## src/rtl/snake_step_ctrl.sv

```systemverilog
// snake_step_ctrl: game sequencer for the snake datapath.
// Converts refresh pulses and direction levels into discrete moves, keeps the
// body segments in a register array, scans for collisions one segment per
// cycle and grows the snake when the head lands on the food cell.
// Optional feature: define SNAKE_WRAP_EN to make the grid edges wrap around
// instead of killing the snake.
module snake_step_ctrl #(
    parameter int GRID_W   = 32,
    parameter int GRID_H   = 24,
    parameter int MAX_LEN  = 16,
    parameter int STEP_DIV = 8
) (
    input  logic       vga_clk,
    input  logic       rst,
    input  logic       refresh,
    input  logic       start_in,
    input  logic       up_in,
    input  logic       down_in,
    input  logic       left_in,
    input  logic       right_in,
    input  logic [4:0] food_x,
    input  logic [4:0] food_y,
    input  logic [3:0] rd_idx,
    output logic [4:0] rd_x,
    output logic [4:0] rd_y,
    output logic       rd_valid,
    output logic [4:0] head_x,
    output logic [4:0] head_y,
    output logic [4:0] length,
    output logic [1:0] state_out,
    output logic       food_eaten,
    output logic       game_over
);

    localparam int         CNT_W    = (STEP_DIV > 1) ? $clog2(STEP_DIV) : 1;
    localparam logic [CNT_W-1:0] CNT_LAST = CNT_W'(STEP_DIV - 1);
    localparam logic [4:0] MAX_X    = 5'(GRID_W - 1);
    localparam logic [4:0] MAX_Y    = 5'(GRID_H - 1);
    localparam logic [4:0] START_X  = 5'(GRID_W / 2);
    localparam logic [4:0] START_Y  = 5'(GRID_H / 2);
    localparam logic [4:0] LEN_MAX  = 5'(MAX_LEN);

`ifdef SNAKE_WRAP_EN
    localparam bit WALLS_KILL = 1'b0;
`else
    localparam bit WALLS_KILL = 1'b1;
`endif

    typedef enum logic [2:0] {
        S_IDLE,
        S_RUN,
        S_MOVE,
        S_CHECK,
        S_COMMIT,
        S_DEAD
    } state_t;

    typedef enum logic [1:0] {
        D_UP,
        D_DOWN,
        D_LEFT,
        D_RIGHT
    } dir_t;

    state_t           state;
    dir_t             dir;
    dir_t             pending_dir;
    dir_t             req_dir;
    logic             req_valid;
    logic [CNT_W-1:0] step_cnt;
    logic [3:0]       scan_idx;
    logic [4:0]       cand_x;
    logic [4:0]       cand_y;
    logic [4:0]       step_x;
    logic [4:0]       step_y;
    logic             wall_hit;
    logic             cand_hit;
    logic             last_scan;
    logic             eat;
    logic [4:0]       seg_x [0:15];
    logic [4:0]       seg_y [0:15];

    function automatic dir_t opposite(input dir_t d);
        case (d)
            D_UP:    return D_DOWN;
            D_DOWN:  return D_UP;
            D_LEFT:  return D_RIGHT;
            default: return D_LEFT;
        endcase
    endfunction

    // Highest-priority direction request this cycle (up > down > left > right).
    always_comb begin
        req_valid = 1'b1;
        req_dir   = D_RIGHT;
        if (up_in)
            req_dir = D_UP;
        else if (down_in)
            req_dir = D_DOWN;
        else if (left_in)
            req_dir = D_LEFT;
        else if (right_in)
            req_dir = D_RIGHT;
        else
            req_valid = 1'b0;
    end

    // Next head cell along pending_dir; edges wrap here, wall_hit flags the crossing.
    always_comb begin
        step_x   = seg_x[0];
        step_y   = seg_y[0];
        wall_hit = 1'b0;
        case (pending_dir)
            D_UP: begin
                if (seg_y[0] == 5'd0) begin
                    wall_hit = 1'b1;
                    step_y   = MAX_Y;
                end else begin
                    step_y = seg_y[0] - 5'd1;
                end
            end
            D_DOWN: begin
                if (seg_y[0] == MAX_Y) begin
                    wall_hit = 1'b1;
                    step_y   = 5'd0;
                end else begin
                    step_y = seg_y[0] + 5'd1;
                end
            end
            D_LEFT: begin
                if (seg_x[0] == 5'd0) begin
                    wall_hit = 1'b1;
                    step_x   = MAX_X;
                end else begin
                    step_x = seg_x[0] - 5'd1;
                end
            end
            default: begin
                if (seg_x[0] == MAX_X) begin
                    wall_hit = 1'b1;
                    step_x   = 5'd0;
                end else begin
                    step_x = seg_x[0] + 5'd1;
                end
            end
        endcase
    end

    // Collision compare for the segment under scan, end-of-scan and growth decisions.
    always_comb begin
        cand_hit  = (cand_x == seg_x[scan_idx]) && (cand_y == seg_y[scan_idx]);
        last_scan = ({1'b0, scan_idx} == (length - 5'd2));
        eat       = (cand_x == food_x) && (cand_y == food_y) && (length < LEN_MAX);
    end

    // Game sequencer: init, step counting, move/check/commit and death.
    always_ff @(posedge vga_clk) begin
        if (rst) begin
            state       <= S_IDLE;
            dir         <= D_RIGHT;
            pending_dir <= D_RIGHT;
            step_cnt    <= '0;
            scan_idx    <= '0;
            cand_x      <= '0;
            cand_y      <= '0;
            length      <= '0;
            food_eaten  <= 1'b0;
            for (int i = 0; i < 16; i++) begin
                seg_x[i] <= '0;
                seg_y[i] <= '0;
            end
        end else begin
            food_eaten <= 1'b0;
            // Requests reversing onto the neck are dropped; compared to the committed dir.
            if (state != S_IDLE && state != S_DEAD && req_valid && req_dir != opposite(dir))
                pending_dir <= req_dir;
            case (state)
                S_IDLE, S_DEAD: begin
                    if (start_in) begin
                        length      <= 5'd3;
                        seg_x[0]    <= START_X;
                        seg_y[0]    <= START_Y;
                        seg_x[1]    <= START_X - 5'd1;
                        seg_y[1]    <= START_Y;
                        seg_x[2]    <= START_X - 5'd2;
                        seg_y[2]    <= START_Y;
                        dir         <= D_RIGHT;
                        pending_dir <= D_RIGHT;
                        step_cnt    <= '0;
                        state       <= S_RUN;
                    end
                end
                S_RUN: begin
                    if (refresh) begin
                        if (step_cnt == CNT_LAST) begin
                            step_cnt <= '0;
                            state    <= S_MOVE;
                        end else begin
                            step_cnt <= step_cnt + CNT_W'(1);
                        end
                    end
                end
                S_MOVE: begin
                    dir      <= pending_dir;
                    cand_x   <= step_x;
                    cand_y   <= step_y;
                    scan_idx <= '0;
                    if (WALLS_KILL && wall_hit)
                        state <= S_DEAD;
                    else
                        state <= S_CHECK;
                end
                S_CHECK: begin
                    // The tail is never compared: it vacates its cell on this move.
                    if (cand_hit)
                        state <= S_DEAD;
                    else if (last_scan)
                        state <= S_COMMIT;
                    else
                        scan_idx <= scan_idx + 4'd1;
                end
                S_COMMIT: begin
                    // Shifting the whole array leaves the old tail in slot `length` for growth.
                    for (int i = 1; i < 16; i++) begin
                        seg_x[i] <= seg_x[i-1];
                        seg_y[i] <= seg_y[i-1];
                    end
                    seg_x[0] <= cand_x;
                    seg_y[0] <= cand_y;
                    if (eat) begin
                        length     <= length + 5'd1;
                        food_eaten <= 1'b1;
                    end
                    state <= S_RUN;
                end
                default: state <= S_IDLE;
            endcase
        end
    end

    // Registered segment read port for the pixel renderer.
    always_ff @(posedge vga_clk) begin
        if (rst) begin
            rd_x     <= '0;
            rd_y     <= '0;
            rd_valid <= 1'b0;
        end else begin
            rd_x     <= seg_x[rd_idx];
            rd_y     <= seg_y[rd_idx];
            rd_valid <= ({1'b0, rd_idx} < length);
        end
    end

    // Status views decoded from registered state.
    always_comb begin
        head_x    = seg_x[0];
        head_y    = seg_y[0];
        game_over = (state == S_DEAD);
        case (state)
            S_IDLE:  state_out = 2'd0;
            S_RUN:   state_out = 2'd1;
            S_DEAD:  state_out = 2'd3;
            default: state_out = 2'd2;
        endcase
    end

endmodule

```

## config.mk

```make
export PLATFORM = sky130hd
export DESIGN_NAME = snake_step_ctrl
export DESIGN_NICKNAME = d
export VERILOG_FILES = /design/src/rtl/snake_step_ctrl.sv
export SDC_FILE = /design/constraint.sdc
export NUM_CORES = 1
export LEC_CHECK = 0
export CAP_MARGIN = 10
export CORE_ASPECT_RATIO = 0.75
export CORE_MARGIN = 2
export CORE_UTILIZATION = 30
export CTS_CLUSTER_SIZE = 20
export DETAILED_ROUTE_END_ITERATION = 6
export PLACE_DENSITY_LB_ADDON = 0.12
export SLEW_MARGIN = 20
export SYNTH_ARGS = -nofsm -noshare
export SYNTH_HDL_FRONTEND = slang
export SYNTH_SLANG_ARGS = --single-unit
```

## constraint.sdc

```tcl
create_clock -name vga_clk -period 3.1 [get_ports vga_clk]
set_clock_uncertainty 0.1 [all_clocks]
set_input_delay 0.62 -clock vga_clk [delete_from_list [all_inputs] [get_ports vga_clk]]
set_output_delay 0.62 -clock vga_clk [all_outputs]
set_load 0.05 [all_outputs]
```

## Word level (Yosys, flattened, before mapping)

Memory sizes are Yosys's and may differ from the RTL's. A register that Yosys moved wholly into a read port is not among the register bits.
Cells that the tools add are included.

| word-level totals | value |
|---|---|
| flip-flop bits (word level) | 31 |
| RAM bits | 160 |
| input bits | 22 |
| output and inout port bits | 30 |
| logic and storage cells | 206 |
| memories kept | 2 |

| cells by class | value |
|---|---|
| $add $sub $neg | 8 |
| magnitude comparators | 2 |
| equality and inequality tests | 26 |
| mux-type cells | 95 |
| bitwise operators | 39 |
| reduce and logical (&&, ||, !) cells | 24 |

Memories:

| memory | depth | width | rd ports | clocked after memory_dff | write ports | line | source |
|---|---|---|---|---|---|---|---|
| seg_x | 16 | 5 | 17 | 2 | 16 | 80 | `logic [4:0] seg_x [0:15];` |
| seg_y | 16 | 5 | 17 | 2 | 16 | 81 | `logic [4:0] seg_y [0:15];` |

Operators with widths:

| kind | count |
|---|---|
| $mux W5 | 44 |
| $or A1 B1 Y1 | 38 |
| $pmux W5 S2 | 3 |
| $mux W3 | 9 |
| $mux W4 | 6 |
| $eq A5 B5 Y1 | 4 |
| $mux W1 | 19 |
| $add A5 B1 Y5 const B | 3 |
| $pmux W3 S5 | 1 |
| $mux W2 | 7 |
| $ne A2 B2 Y1 const B | 6 |
| $pmux W2 S3 | 2 |
| $eq A5 B5 Y1 const B | 2 |
| $logic_not A5 Y1 | 2 |
| $sub A5 B1 Y5 const B | 2 |
| $eq A3 B3 Y1 const B | 3 |
| $reduce_and A3 Y1 | 3 |
| $pmux W4 S2 | 1 |
| $reduce_bool A2 Y1 | 4 |
| $eq A3 B2 Y1 const B | 2 |
| $logic_and A1 B1 Y1 | 6 |
| $ne A3 B3 Y1 const B | 2 |
| $pmux W3 S2 | 1 |
| $reduce_or A2 Y1 | 3 |
| 18 further kinds | 21 |

## Logic depth before layout (Yosys ltp)

| logic depth | value |
|---|---|
| word-level depth | 9 |
| gate-level depth with buffers | 12 |
| depth with buffers taken out | 9 |

## Least setup slack after synthesis

No wires, ideal clock.

| timing path | value |
|---|---|
| path type | reg-to-reg |
| start | reg state[1] |
| end | mem seg_x[1][0], data pin |
| library setup time | 0.268 ns |
| arrival time | 2.993 ns |
| data required time | 2.732 ns |
| path slack | -0.260 ns |
| cell stages (with the launch flop) | 8 |
| path buffers | 2 |
| clock period less this slack | 3.360 ns |
| cell sequence | dfxtp_1 > clkbuf_1 > inv_1 > nand3_1 > nand2b_1 > nand2b_1 > clkbuf_1 > nand2_1 |

RTL lines:

| element | line | source |
|---|---|---|
| start, declared | 65 | `state_t state;` |
| start signal, assigned | 159 | `state <= S_IDLE;` |
| start signal, assigned | 190 | `state <= S_RUN;` |
| start signal, assigned | 197 | `state <= S_MOVE;` |
| end, declared | 80 |  |

## Worst setup path in the final report

| timing path | value |
|---|---|
| start | reg state[2] |
| end | out game_over |

| on the way | value |
|---|---|
| word-level cells in the longest chain between the ends | 1 |

RTL lines:

| element | line | source |
|---|---|---|
| $eq A3 B3 Y1 | 258 | `game_over = (state == S_DEAD);` |
| end, declared | 32 | `output logic game_over` |

No other way between the ends.

==> summary.txt <==
Detailed routing
  – Wire length per cell: 20.21 µm
  – First-pass DRT Iterations: 5
  – Initial drt markers: between 500 and 600
  – Via Count: around 8200
  – Detailed Route WL: approximately 32 mm
  – Routed vias/inst: 5.123
  – DRC Markers: 0
  – Remaining antenna violation count after routing: 0

STA
  – Endpoints failing hold: 0
  – Slew HR: 0.5956
  – RSZ-0062 raised after global routing: false
  – Setup TNS: 0 ns
  – Slew at the pin closest to its max-slew limit: 0.6029 ns
  – Fin crit period: 2.987 ns
  – Final Max Tran Viols: 0
  – Max frequency: roughly 330 MHz
  – Final period utilization: 0.9637
  – Hold WS: between 0.3 and 0.4 ns
  – Final setup violation count: 0

Critical path
  – CP Data Required Time: between 2 and 2.5 ns
  – Delay-heaviest family, CP: buffers and inverters
  – Crit path launch type: flop
  – Critical path type: reg2out
  – CP cell instances: and3_1 > clkdlybuf4s50_1
  – Crit Path Max Fanout: 17
  – Crit end category: primary output
  – Peak per-stage delay on the critical path: around 0.80 ns
  – Crit path DAT: roughly 2.3 ns
  – Slowest library cell on the worst path: clkdlybuf4s50_1
  – Worst path bufs/invs: 1

Power and ir drop
  – Max IR drop VDD: ~0.33 mV
  – Pleak: roughly 4.6 nW
  – Power per cell area: 518.7 nW/µm²

Floorplan
  – Rows: 60
  – Die area: between 30000 and 40000 µm²
  – Ports: 52
  – Initial Util: 0.3071
  – Die Wd: roughly 230 µm
  – Core area: approximately 36000 µm²
  – Die height: roughly 170 µm

Layout
  – Final core occ: 0.3650
  – Multi-input logic area: approximately 5700 µm²
  – Antenna cells: 0
  – Reg area: 5012 µm²
  – Final Net Count: 1121
  – Share of layout cells above drive strength 1: 0.1742
  – Number of fill cells: about 3600
  – Area Growth Syn to Fin: 18.88%

Clocking
  – Clock input transition at the sequential cells of the worst setup and hold paths: ~0.06 ns
  – Clock Latency Late Sink: between 0.5 and 0.6 ns
  – Clock Sinks: 205
  – TritonCTS Buffers: 25
  – H-tree depth: 1
  – Bufs on Longest Clock Path: 3
  – CTS tree: built
  – Root buffer cell: clkbuf_16

Logic synthesis
  – Seq/Total Area, Yosys: 0.4514
  – Synthesis Warnings: 0
  – Most frequent cell after synthesis: nand2_1
  – Mapped Cells: between 1000 and 1500
  – Ys async rst share: 0
  – Post-synth EDFFs: 90
  – Synth cell count leaders: nand2_1 (183), dfxtp_1 (115), edfxtp_1 (90), a21oi_1 (85), and2_1 (80)
  – #FFs+latches synth: 205
  – Syn Nets: between 1000 and 1500
  – Area contributors post-synth: edfxtp_1 (24%), dfxtp_1 (21%), mux4_2 (16%), nand2_1 (6.2%), and2_1 (4.5%)
  – Yosys cell types: slightly below 60
  – Cell taking the most area after synthesis: edfxtp_1
  – Main synth FF type: dfxtp_1
  – Mean area per synthesized cell: ~11 µm²
  – Top-area cell type share of the netlist area: 0.2437
  – Mapped Area: 11090 µm²

Placement
  – IO buf count: 51
  – Placer Congestion: roughly 0.75
  – Post-DP HPWL: ~22 mm

Global route
  – Global-route wire length before repair: ~50 mm
  – GRT overflow: 0
  – Vias in the first global route: between 7000 and 8000
  – Gr usage total: 0.1703
  – Largest net degree at the start of global routing: 47
  – Antenna violations before repair: 0

Worst hold path
  – Worst Hold Class: reg2reg

Flow run
  – Maximum Capacitance Violations: 0

Outcome
  – Status: complete, no violations
final timing paths:
kind,to,slack [ns],from,cells past startpoint
setup reg to reg,flop,0.16,flop,10
setup / recovery,game_over,0.11,state[2],2
hold reg to reg,seg_y[15][2],0.37,seg_y[15][2],2
hold / removal,seg_y[15][2],0.37,seg_y[15][2],2
registers in the layout, indices dropped and copies added (netlist names), 3 cells and up, named ones only:
register	flops
cand_x	5
seg_y	80
rd_x	5
rd_y	5
seg_x	80
length	5
cand_y	5
step_cnt	3
state	3
scan_idx	4
cells in the final DEF (no fill, tap or decap), types with 5 or more instances in the layout:
cell type	count
a211oi_1	9
a21oi_1	85
a22oi_1	8
a31oi_1	8
and2_1	79
and3_1	6
buf_12	7
buf_4	50
clkbuf_16	25
clkdlybuf4s50_1	47
clkinv_2	7
dfxtp_1	113
edfxtp_1	90
ha_1	16
inv_1	11
mux2i_1	29
mux4_1	8
mux4_2	77
nand2_1	183
nand2b_1	12
nand3_1	16
nand4_1	5
nor2_1	43
nor2b_1	17
nor3_1	18
nor4_1	5
o21ai_0	18
o22ai_1	5
xnor2_1	11
xor2_1	14
kinds of logic after synthesis:
logic type / synth area share
AOI/OAI and AO/OA: 0.08350
xor gates and xnor gates: 0.02054
adders and majority gates: 0.01805
buffers and inverters: 0.03600
DFF: 0.4514
muxes: 0.2049
and+or+nand+nor: 0.1856
area by class of cell:
cell class                      count  share of cell area
Tap cell                          496             0.04708
Timing Repair Buffer              107             0.07689
Sequential cell                   205              0.3803
Inverter                           11            0.003132
Multi-Input combinational cell    733              0.4341
Clock inverter                     16            0.008923
Clock buffer                       30             0.04964
routing by layer:
layer,track usage,part of all wire,up-vias
li1,-,-,3865
met1,0.2603,0.51,4115
met2,0.2550,0.43,170
met3,0.02318,0.037,37
met4,0.03599,0.019,0
met5,0,0,-
worst reg2reg max path, delay by kind of cell (launching register included):
kind / cells / cell delay [ns]
mux: 1 / 0.53
flops: 1 / 0.36
buf+inv: 2 / 0.33
compound gates: 2 / 0.28
simple gates: 5 / 1.23
stage by stage:
| stage | power [mW] | cells | area, µm² | setup slack, ns |
|---|---|---|---|---|
| 2_1_floorplan | 3.694 | 1034 | 11090 | 0.1423 |
| 3_3_place_gp | 4.063 | 1547 | 12340 | -0.001808 |
| 3_5_place_dp | 4.056 | 1547 | 12340 | -0.08975 |
| 4_1_cts | 6.920 | 1594 | 13120 | 0.05287 |
| 5_1_grt | 7.134 | 1598 | 13180 | 0.005180 |
| 6_report | 6.837 | 1598 | 13180 | 0.1125 |
repair_timing:
item                                    4_1_cts  5_1_grt
gates resized for setup                       2        3
hold buffers                                  0        0
pin swaps                                     1        3
endpoints found under the setup margin        4        8
buffers inserted                              1        4
cloned                                        0        0
power by group:
part           switching, mW  internal (mW)  leakage [nW]
combinational          0.543          0.397          2.31
sequential             0.132           2.94          1.87
clock                   1.23           1.60         0.382
Note: power is estimated with default switching activity, not from simulation.
